File: config.mk
export PLATFORM = sky130hd
export DESIGN_NAME = multicycle_control
export DESIGN_NICKNAME = d
export VERILOG_FILES = /design/src/rtl/multicycle_control_pkg.sv /design/src/rtl/multicycle_control_pc.sv /design/src/rtl/multicycle_control.sv
export SDC_FILE = /design/constraint.sdc
export NUM_CORES = 1
export LEC_CHECK = 0
export CORE_ASPECT_RATIO = 0.75
export CORE_MARGIN = 5
export CORE_UTILIZATION = 40
export DETAILED_ROUTE_END_ITERATION = 7
export PLACE_DENSITY_LB_ADDON = 0.25
export SYNTH_ARGS = -nofsm -noshare
export SYNTH_HDL_FRONTEND = slang
export SYNTH_SLANG_ARGS = --single-unit
File: constraint.sdc
create_clock -name CLK -period 1.6 [get_ports CLK]
set_input_delay 0.32 -clock CLK [delete_from_list [all_inputs] [get_ports CLK]]
set_output_delay 0.32 -clock CLK [all_outputs]
set_load 0.02 [all_outputs]
File: src/rtl/multicycle_control_pkg.sv
// Shared encodings for the multicycle control FSM: opcodes, ALU operations,
// write-back and immediate selects, and the 4-bit state enum.
package multicycle_control_pkg;

    localparam logic [3:0] OP_ADD  = 4'd0;
    localparam logic [3:0] OP_SUB  = 4'd1;
    localparam logic [3:0] OP_AND  = 4'd2;
    localparam logic [3:0] OP_OR   = 4'd3;
    localparam logic [3:0] OP_XOR  = 4'd4;
    localparam logic [3:0] OP_SLL  = 4'd5;
    localparam logic [3:0] OP_SRL  = 4'd6;
    localparam logic [3:0] OP_ADDI = 4'd7;
    localparam logic [3:0] OP_LUI  = 4'd8;
    localparam logic [3:0] OP_LW   = 4'd9;
    localparam logic [3:0] OP_SW   = 4'd10;
    localparam logic [3:0] OP_BEQ  = 4'd11;
    localparam logic [3:0] OP_BNE  = 4'd12;
    localparam logic [3:0] OP_JAL  = 4'd13;
    localparam logic [3:0] OP_JALR = 4'd14;
    localparam logic [3:0] OP_HALT = 4'd15;

    localparam logic [2:0] ALU_ADD   = 3'd0;
    localparam logic [2:0] ALU_SUB   = 3'd1;
    localparam logic [2:0] ALU_PASSB = 3'd7;

    localparam logic [1:0] M2R_ALU = 2'd0;
    localparam logic [1:0] M2R_MEM = 2'd1;
    localparam logic [1:0] M2R_PC  = 2'd2;

    localparam logic [1:0] NB_4  = 2'd0;
    localparam logic [1:0] NB_8  = 2'd1;

    localparam logic [1:0] SH_NONE = 2'd0;
    localparam logic [1:0] SH_8    = 2'd2;

    typedef enum logic [3:0] {
        S_FETCH  = 4'd0,
        S_DECODE = 4'd1,
        S_EXEC_R = 4'd2,
        S_EXEC_I = 4'd3,
        S_ADDR   = 4'd4,
        S_MEM_RD = 4'd5,
        S_MEM_WR = 4'd6,
        S_WB_ALU = 4'd7,
        S_WB_MEM = 4'd8,
        S_BRANCH = 4'd9,
        S_JUMP   = 4'd10,
        S_JUMPR  = 4'd11,
        S_HALTED = 4'd12
    } state_t;

    // Dispatch taken at the end of DECODE.
    function automatic state_t decode_next(input logic [3:0] op);
        state_t nxt;
        case (op)
            OP_ADD, OP_SUB, OP_AND, OP_OR,
            OP_XOR, OP_SLL, OP_SRL:     nxt = S_EXEC_R;
            OP_ADDI, OP_LUI, OP_JALR:   nxt = S_EXEC_I;
            OP_LW, OP_SW:               nxt = S_ADDR;
            OP_BEQ, OP_BNE:             nxt = S_BRANCH;
            OP_JAL:                     nxt = S_JUMP;
            default:                    nxt = S_HALTED;
        endcase
        return nxt;
    endfunction

endpackage

File: src/rtl/multicycle_control_pc.sv
// Program counter register with load (priority) and increment enables.
module multicycle_control_pc #(
    parameter int               WIDTH       = 16,
    parameter logic [WIDTH-1:0] RESET_VALUE = '0
) (
    input  logic             clk,
    input  logic             rst_n,
    input  logic             inc,
    input  logic             load,
    input  logic [WIDTH-1:0] load_value,
    output logic [WIDTH-1:0] pc
);

    logic [WIDTH-1:0] pc_reg;

    always_ff @(posedge clk or negedge rst_n) begin
        if (!rst_n) begin
            pc_reg <= RESET_VALUE;
        end else if (load) begin
            pc_reg <= load_value;
        end else if (inc) begin
            pc_reg <= pc_reg + WIDTH'(1);
        end
    end

    assign pc = pc_reg;

endmodule

File: src/rtl/multicycle_control.sv
// Multicycle control FSM: sequences fetch/decode/execute/memory/write-back
// and owns the program counter.
module multicycle_control
    import multicycle_control_pkg::*;
#(
    parameter logic [15:0] RESET_PC = 16'h0000,
    parameter int          PC_WIDTH = 16
) (
    input  logic                CLK,
    input  logic                reset,
    input  logic [3:0]          Op,
    input  logic                aluZero,
    input  logic [PC_WIDTH-1:0] aluResult,
    input  logic                memReady,
    output logic [PC_WIDTH-1:0] PC,
    output logic [2:0]          ALUOp,
    output logic                ALUSrcA,
    output logic                ALUSrcB,
    output logic [1:0]          immShift,
    output logic [1:0]          numBits,
    output logic                IRWrite,
    output logic                writeEnable,
    output logic [1:0]          memToReg,
    output logic                memRead,
    output logic                memWrite,
    output logic                IorD,
    output logic                halted,
    output logic [3:0]          state
);

    state_t state_reg, state_next;
    logic   pc_inc, pc_load, branch_taken;
    logic   ir_write, reg_write, mem_read, mem_write;

    always_ff @(posedge CLK or negedge reset) begin
        if (!reset) begin
            state_reg <= S_FETCH;
        end else begin
            state_reg <= state_next;
        end
    end

    assign branch_taken = (Op == OP_BNE) ? ~aluZero : aluZero;

    always_comb begin
        state_next = state_reg;
        pc_inc     = 1'b0;
        pc_load    = 1'b0;
        ALUOp      = ALU_ADD;
        ALUSrcA    = 1'b0;
        ALUSrcB    = 1'b0;
        immShift   = SH_NONE;
        numBits    = NB_4;
        ir_write   = 1'b0;
        reg_write  = 1'b0;
        memToReg   = M2R_ALU;
        mem_read   = 1'b0;
        mem_write  = 1'b0;
        IorD       = 1'b0;
        halted     = 1'b0;
        case (state_reg)
            S_FETCH: begin
                mem_read = 1'b1;
                if (memReady) begin
                    ir_write   = 1'b1;
                    pc_inc     = 1'b1;
                    state_next = S_DECODE;
                end
            end
            S_DECODE: begin
                // Branch/jump target is computed here and parked in ALUOut.
                ALUSrcA    = 1'b1;
                ALUSrcB    = 1'b1;
                numBits    = (Op == OP_JAL) ? NB_8 : NB_4;
                state_next = decode_next(Op);
            end
            S_EXEC_R: begin
                ALUOp      = Op[2:0];
                state_next = S_WB_ALU;
            end
            S_EXEC_I: begin
                ALUSrcB    = 1'b1;
                state_next = S_WB_ALU;
                if (Op == OP_LUI) begin
                    ALUOp    = ALU_PASSB;
                    numBits  = NB_8;
                    immShift = SH_8;
                end else if (Op == OP_JALR) begin
                    state_next = S_JUMPR;
                end
            end
            S_ADDR: begin
                ALUSrcB    = 1'b1;
                state_next = (Op == OP_SW) ? S_MEM_WR : S_MEM_RD;
            end
            S_MEM_RD: begin
                mem_read = 1'b1;
                IorD     = 1'b1;
                if (memReady) state_next = S_WB_MEM;
            end
            S_MEM_WR: begin
                mem_write = 1'b1;
                IorD      = 1'b1;
                if (memReady) state_next = S_FETCH;
            end
            S_WB_ALU: begin
                reg_write  = 1'b1;
                state_next = S_FETCH;
            end
            S_WB_MEM: begin
                reg_write  = 1'b1;
                memToReg   = M2R_MEM;
                state_next = S_FETCH;
            end
            S_BRANCH: begin
                ALUOp      = ALU_SUB;
                pc_load    = branch_taken;
                state_next = S_FETCH;
            end
            S_JUMP, S_JUMPR: begin
                reg_write  = 1'b1;
                memToReg   = M2R_PC;
                pc_load    = 1'b1;
                state_next = S_FETCH;
            end
            S_HALTED: begin
                halted = 1'b1;
            end
            default: begin
                state_next = S_FETCH;
            end
        endcase
    end

    // Strobes are gated by reset directly so they drop without waiting for a clock.
    assign IRWrite     = ir_write  & reset;
    assign writeEnable = reg_write & reset;
    assign memRead     = mem_read  & reset;
    assign memWrite    = mem_write & reset;
    assign state       = state_reg;

    multicycle_control_pc #(
        .WIDTH       (PC_WIDTH),
        .RESET_VALUE (PC_WIDTH'(RESET_PC))
    ) u_pc (
        .clk        (CLK),
        .rst_n      (reset),
        .inc        (pc_inc),
        .load       (pc_load),
        .load_value (aluResult),
        .pc         (PC)
    );

endmodule

# After elaboration in Yosys (flattened, before gate mapping)
# Memories as Yosys holds them, arrays and structs flattened.
# Cells that the tools add are included.
[totals]
regBits = 20
rom_bits = 64
inputBits = 24
out_inout_bits = 37
n_memories = 1
[memory_table]
columns = ["name", "depth", "width", "rd", "rd_clocked_by_memory_dff", "write_ports", "line", "source"]
rows = [
  ["(no name shown)", 16, 4, 1, 0, 0, "multicycle_control_pkg.sv:55", "case (op)"],
]
[classes]
n_addsub = 1
eq_ne = 20
mux = 28
n_bitwise = 6
reduce_logical = 8
[ops]
columns = ["operator", "n"]
rows = [
  ["equality test 4 bit (second input constant)", 10],
  ["two-way mux 16 bit", 2],
  ["case mux 4 bit (8 select lines)", 1],
  ["two-way mux 4 bit", 5],
  ["adder 16 x 1 -> 16 bit (second input constant)", 1],
  ["equality test 4 x 3 -> 1 bit (second input constant)", 4],
  ["two-way mux 1 bit", 12],
  ["case mux 3 bit (3 select lines)", 1],
  ["equality test 4 x 2 -> 1 bit (second input constant)", 2],
  ["two-way mux 2 bit", 3],
  ["inequality test 2 bit (second input constant)", 3],
  ["OR reduction 2 bit", 3],
  ["bitwise AND 1 bit", 4],
  ["equality test 4 x 1 -> 1 bit (second input constant)", 1],
  ["logical NOT 4 bit", 1],
  ["case mux 1 bit (2 select lines)", 2],
  ["case mux 2 bit (2 select lines)", 1],
  ["AND reduction 4 bit", 1],
  ["OR reduction 4 bit", 1],
  ["two-way mux 3 bit", 1],
  ["OR reduction 3 bit", 1],
  ["NOT 1 bit", 2],
  ["nonzero test 2 bit", 1],
]

# Depth between registers and ports, before layout
# Gate-level depths: netlist (run 1).
[depth]
word_depth = 4
mapped_depth = 9
mapped_depth_nobuf = 7

# Hierarchy
# A second synthesis (run 1) with hierarchy kept.
[hier_totals]
cells_unflattened = 192
hier_area_um2 = 1641.6
[modules_own_cells]
columns = ["module", "instances", "cells_each", "area_each_um2", "seq_area_each_um2"]
rows = [
  ["multicycle_control_pc", 1, 99, 943.4, 400.4],
  ["multicycle_control", 1, 93, 698.2, 100.1],
]

# Least setup slack after synthesis (run 1)
# Ideal clock, no wire load.
[synth_timing]
path_kind = "reg-to-output"
startpoint = "register state_reg[1] (netlist: state[1])"
endpoint = "output port ALUOp[1]"
t_arrival_ns = 1.956
t_required_ns = 1.280
setup_slack_ns = -0.676
stages_incl_launch_ff = 5
n_path_buf = 1
cell_sequence = "dfrtp_1 -> buf_2 -> nand3_1 -> nor4_1 -> a31o_2"
[synth_via]
elab_chain_len = 2
elab_cells_between_ends = 4
[synth_rtl]
columns = ["element", "line", "source"]
rows = [
  ["start: declaration", "multicycle_control.sv:31", "state_t state_reg, state_next;"],
  ["start signal: assignment", "multicycle_control.sv:39", "state_reg <= state_next;"],
  ["equality test 4 bit / equality test 4 x 2 -> 1 bit (equally long branches)", "multicycle_control.sv:61", "case (state_reg)"],
  ["case mux 3 bit (3 select lines) *", "multicycle_control.sv:61", ""],
  ["end: declaration", "multicycle_control.sv:16", "output logic [2:0] ALUOp,"],
]
# Every way passes the cells marked *; elsewhere a longest branch is shown, timed or not.

# Final worst setup path (run 1)
[layout_timing]
startpoint = "register state_reg[3] (netlist: state[3])"
endpoint = "output port memToReg[1]"
[layout_via]
elab_chain_len = 3
elab_cells_between_ends = 5
[layout_rtl]
columns = ["element", "line", "source"]
rows = [
  ["equality test 4 bit", "multicycle_control.sv:61", ""],
  ["OR reduction 2 bit", "multicycle_control.sv:61", ""],
  ["case mux 2 bit (2 select lines) *", "multicycle_control.sv:61", ""],
  ["end: declaration", "multicycle_control.sv:23", "output logic [1:0] memToReg,"],
]
# Marked as above.

==> metrics.cfg, run 1 <==
[outcome]
outcome=finished with violations
violations=setup timing

[yosys]
ys_seq_elements=20
async_flop_share_pct=100.0
ys_top_cells_by_area=dfrtp_1 (30%), xnor2_1 (6.9%), nand2_1 (5.3%), ha_1 (4.6%), mux2_2 (4.1%)
synthTopCellsByCount=nand2_1 (23), dfrtp_1 (20), nor2_1 (14)
synth.most_common_cell=nand2_1
ys_warn_count=0
synth_top_area_share_pct=30.46
syn_inst=186
netlist_area_mm2=0.001643
yosys.area.top_type=dfrtp_1
ys.flop_type=dfrtp_1
avgSynthCellArea_um2=8.832
synth_cell_types=51
synth-edff-count=0
ys_seq_area_share_pct=30.46

[placed_design]
numPortBuffers=58
dp_hpwl_mm=3.963
place.gp.congestion=0.8331

[floorplan]
die_area_mm2=0.005502
rows=20
start_util_pct=41.03
core-area_mm2=0.004004
io_pins=61
die_h_um=65.50
die_w_um=84

[pwr]
switching_power_mw=2.542
pwr-share-clk_pct=9.1
p_seq_share_pct=18.9
swShare_pct=44.34
power_frac_comb_pct=72.0
pwr_density_cell_mw_per_mm2=1811
p_leak_nw=1.424
power.internal_mw=3.192
power_mw=5.734
vdd_drop_max_mv=1.243

[critical_path]
critPathLaunchType=register
cp_slowest_cell=dfrtp_2
cp_cell_sequence=nor2b_2, buf_4, and2_1, clkdlybuf4s15_2
rr_endpoint=u_pc.pc[9]
r2r_setup_slack_ps=-260
crit_required_ps=1280
r2r_start=state[2]
arrival_ps=1620
cp-end-kind=output port
crit_type=reg -> out
cp_max_fo=7
r2r_cells=8
critPathMaxStageDelay_ps=490

[min_path]
hold_path_class=in -> reg
hold_depth=3
hp-start=aluResult[12]
min_to=u_pc.pc[12]

[grt]
grt_pass1_vias=1781
grt_usage_pct=19.92
overflow=0
grt_pass1_wl_mm=8.756
grt_start_max_net_pins=21
antenna_found_initial=0

[clock_tree]
htreeDepth=1
root_buffer=clkbuf_8
cts_buffers=3
cts.sinks=20
clkTransAtPathRegs_ps=90
max-clock-path-buffers=2
worst_skew_pair.late_latency_ps=270
cts_tree=built

[drt]
vias=1878
postRouteAntennaNets=0
wirelength_mm=6.798
wl_per_cell_um=19.04
drc=0
drtIter0Drc=154
drt-pass1-iter-count=4
viasPerCell=5.261

[layout]
multiInputGateArea_mm2=0.001292
drive_gt1_share_pct=50.99
final_net_count=333
regArea_um2=505.5
diodes=0
largest_register_ffs=16
syn_to_final_growth_pct=92.69
fill_cells=238

[sta]
hold_viol_final=0
fin_crit_ps=1936
final.setup.worst_slack_ps=-336.5
fin_worst_hold_slack_ps=579.5
maxSlewViolCount=0
timing_worst_slew_pin_value_ps=564.5
setup_violations=32
setup_tns_ps=-5888
final.period_utilization_pct=121.0
fmax_ghz=0.5164
rsz0062_at_grt=yes
maxSlewHeadroom_pct=61.39
finClkSkew_ps=13.35

[job]
cap_violations=0

==> what timing repair did <==
item,CTS,global route
hold buffers,0,0
pin swaps,8,21
setup buffers,10,17
gates cloned,0,3
setup endpoints to repair,52,38
resized for setup,139,58
==> worst max path at each step <==
stage               startpoint          end  depth (start not counted)
floorplan             state[1]   numBits[0]                          4
global placement         Op[1]     ALUOp[1]                          7
detailed placement       Op[1]     ALUOp[1]                          7
CTS                   state[2]     ALUOp[1]                          6
global route          state[3]  memToReg[1]                          4
finish                state[3]  memToReg[1]                          4
==> stage by stage <==
stage / util, % / cell area [um2] / setup WS, ps / instances
floorplan: - / 1763 / -103.1 / 187
global placement: 65.41 / 2619 / -900.8 / 327
detailed placement: 65.41 / 2619 / -935.4 / 327
CTS: 71.69 / 2870 / -298.3 / 340
global route: 79.06 / 3166 / -392.6 / 357
finish: 79.06 / 3166 / -336.5 / 357
==> layout make-up <==
cell class	instances	area share [%]
clock buffers	3	1.304
well taps	55	2.174
inverters	8	0.9486
clock inverters	1	0.9486
multi-input cells	145	40.83
repair buffers	125	37.83
flip-flops and latches	20	15.97
==> worst max-delay path, delay by kind of cell, from the launching register on <==
kind | cells | cell delay, ps
flip-flops | 1 | 490
AND/OR/NAND/NOR | 2 | 390
buffers and inverters | 2 | 460
==> kinds of logic after synthesis <==
group	after synthesis	synth area share, %
and+or+nand+nor	77	28.33
AOI/OAI and AO/OA	36	14.93
buffers and inverters	22	7.539
DFF	20	30.46
xor gates and xnor gates	15	7.997
muxes	9	5.940
adders and majority gates	6	4.570
other	1	0.2283
==> power by group through the flow <==
stage	clock network, mW	logic (mW)	registers (mW)
2_1_floorplan	0	1.45	1.31
3_3_place_gp	0	3.11	1.07
3_5_place_dp	0	3.15	1.07
4_1_cts	0.514	3.36	1.05
5_1_grt	0.548	4.34	1.12
6_report	0.522	4.13	1.09
==> placed cells by master, fill, tap and decap left out, types with 4 or more instances in the layout <==
cell type	count
xnor2_1	12
nand2_1	22
clkbuf_2	4
nor2_4	5
ha_1	4
nand3_1	4
clkdlybuf4s50_1	20
o21ai_1	11
mux2_2	6
inv_1	5
dlygate4sd2_1	16
dfrtp_1	16
dfrtp_2	4
buf_6	28
buf_4	47
nor2_1	7
==> routing by layer <==
layer  wire, um  up-vias  track usage, %  part of all wire [%]
met4         73        0           2.209                   1.1
met2       3374       71           33.13                    50
li1           -      876               -                     -
met3        429       11           4.762                   6.3
met1       2920      920           27.34                    43
met5          0        -               0                     0
Power figures use the tool's default switching activity.
==> inputs of run 2 (changes only) <==
--- a/config.mk
+++ b/config.mk
@@ -7,7 +7,7 @@
 export LEC_CHECK = 0
 export CORE_ASPECT_RATIO = 0.75
 export CORE_MARGIN = 5
-export CORE_UTILIZATION = 40
+export CORE_UTILIZATION = 35
 export DETAILED_ROUTE_END_ITERATION = 7
 export PLACE_DENSITY_LB_ADDON = 0.25
 export SYNTH_ARGS = -nofsm -noshare
==> metrics.cfg, run 2 (same netlist as run 1, synthesis figures left out) <==
[outcome]
outcome=finished with violations
violations=setup timing

[layout]
fill_cells=343  ; +44%
syn_to_final_growth_pct=88.04
layout_commonest_cell=buf_4
utilization_pct=68.76  ; -10 points
largest_register_ffs=16  ; unchanged
most-common-layout-cells=buf_4 (48), buf_6 (26), nand2_1 (23)
diodes=0  ; unchanged
drive_gt1_share_pct=47.49  ; -3.5 points
final_net_count=330  ; -0.90%
stdcell_count=356  ; -0.28%

[floorplan]
die_area_mm2=0.006178  ; +12%
core-area_mm2=0.004493  ; +12%
start_util_pct=36.56  ; -4.5 points
io_pins=61  ; unchanged
rows=21  ; +5.0%
die_w_um=89.11  ; +6.1%
die_h_um=69.33  ; +5.8%

[clock_tree]
clkTransAtPathRegs_ps=80  ; about the same
holdBufCountCts=0  ; unchanged
cts_tree=built
max-clock-path-buffers=2  ; unchanged
worst_skew_pair.late_latency_ps=260  ; about the same
cts_buffers=3  ; unchanged
root_buffer=clkbuf_8
htreeDepth=1  ; unchanged
cts.sinks=20  ; unchanged

[sta]
maxSlewViolCount=0  ; unchanged
setup_tns_ps=-4791  ; +1097 ps
fin_crit_ps=1881  ; -55.85 ps
fmax_ghz=0.5317  ; +3.0%
final.setup.worst_slack_ps=-280.6  ; +55.85 ps
setup_violations=31  ; -3.1%
finClkSkew_ps=6.567  ; -6.783 ps
final.period_utilization_pct=117.5  ; -3.5 points
rsz0062_at_grt=yes
hold_viol_final=0  ; unchanged

[critical_path]
cp_slowest_cell=dfrtp_2
crit_type=reg -> out
critPathMaxStageDelay_ps=460  ; -30 ps
cp_max_fo=4  ; -3
critical_path.top_delay_family=buffers and inverters
r2r_cells=7  ; -1
arrival_ps=1560  ; -60 ps
r2r_setup_slack_ps=-230  ; +30 ps
cp_cell_sequence=buf_6, nand3_4, nor4_4, buf_4, buf_6, a31o_4, buf_6
r2r_start=state[3]
rr_endpoint=u_pc.pc[10]
critPathLaunchType=register
worst_path_most_repeated_cell=buf_6
crit_required_ps=1280  ; about the same
cp_num_buf_inv=4  ; +2
cp-end-kind=output port

[pwr]
power_mw=4.993  ; -13%
vdd_drop_max_mv=0.8810  ; -29%
pwr_density_cell_mw_per_mm2=1616  ; -11%
p_leak_nw=1.411  ; -0.88%

[placed_design]
place.gp.congestion=0.8351  ; +0.24%
dp_hpwl_mm=3.743  ; -5.6%
pre_cts_slack_ps=-958.6  ; -23.21 ps
dp_cells=332  ; +1.5%
numPortBuffers=58  ; unchanged

[grt]
grt_start_max_net_pins=18  ; -14%
grt_pass1_vias=1674  ; -6.0%
antenna_found_initial=0  ; unchanged
grt_usage_pct=17.12  ; -2.8 points
overflow=0  ; unchanged
grt_pass1_wl_mm=8.493  ; -3.0%

[drt]
postRouteAntennaNets=0  ; unchanged
drtIter0Drc=112  ; -27%
wl_per_cell_um=15.35  ; -19%
drc=0  ; unchanged
viasPerCell=4.831  ; -8.2%
drt-pass1-iter-count=4  ; unchanged
vias=1720  ; -8.4%
wirelength_mm=5.466  ; -20%

[min_path]
hold_path_class=in -> async

[job]
cap_violations=0  ; unchanged

[run 2: cell type report]
type	instances	area [um2]	share of cell area, %
inverter	8	32.53	1.053
timing repair buffer	122	1169	37.83
sequential	20	505.5	16.36
clock buffer	4	45.04	1.458
multi-input combinational	145	1266	40.99
tap	57	71.32	2.309
[run 2: routing by layer]
metal / part of all wire, % / global-route usage [%] / vias up
met2: 46 / 25.59 / 41
met3: 5.9 / 4.988 / 6
met5: 0 / 0 / -
li1: - / - / 864
met1: 48 / 25.20 / 809
met4: 0.80 / 1.488 / 0
[run 2: how the worst max path moves through the flow]
stage / start / slack [ps] / cells past startpoint / to
after floorplan: state[1] / -100 / 4 / numBits[0]
after detailed placement: Op[0] / -960 / 7 / ALUOp[1]
after CTS: state[0] / -310 / 7 / ALUOp[1]
after global routing: state[0] / -330 / 7 / ALUOp[1]
final: state[1] / -280 / 7 / ALUOp[1]
after global placement: Op[1] / -910 / 7 / ALUOp[1]
[run 2: repair_timing]
action,4_1_cts,5_1_grt
gates resized for setup,142,38
buffers inserted,15,4
endpoints found under the setup margin,50,37
hold endpoints to repair,0,0
gates cloned,0,1
pin swaps,10,9
[run 2: stage by stage]
step | cell area, um2 | hold slack (ps)
global route | 3089 | 415.7
CTS | 2897 | 419.3
global placement | 2619 | 559.5
detailed placement | 2619 | 554.4
floorplan | 1763 | 24.41
finish | 3089 | 396.7
[run 2: power by group]
| part | internal [mW] | leakage, nW | total (mW) | switching [mW] |
|---|---|---|---|---|
| logic | 1.87 | 1.14 | 3.61 | 1.74 |
| clock network | 0.178 | 0.0228 | 0.350 | 0.172 |
| registers | 0.751 | 0.245 | 1.03 | 0.283 |
| total | 2.80 | 1.41 | 4.99 | 2.20 |
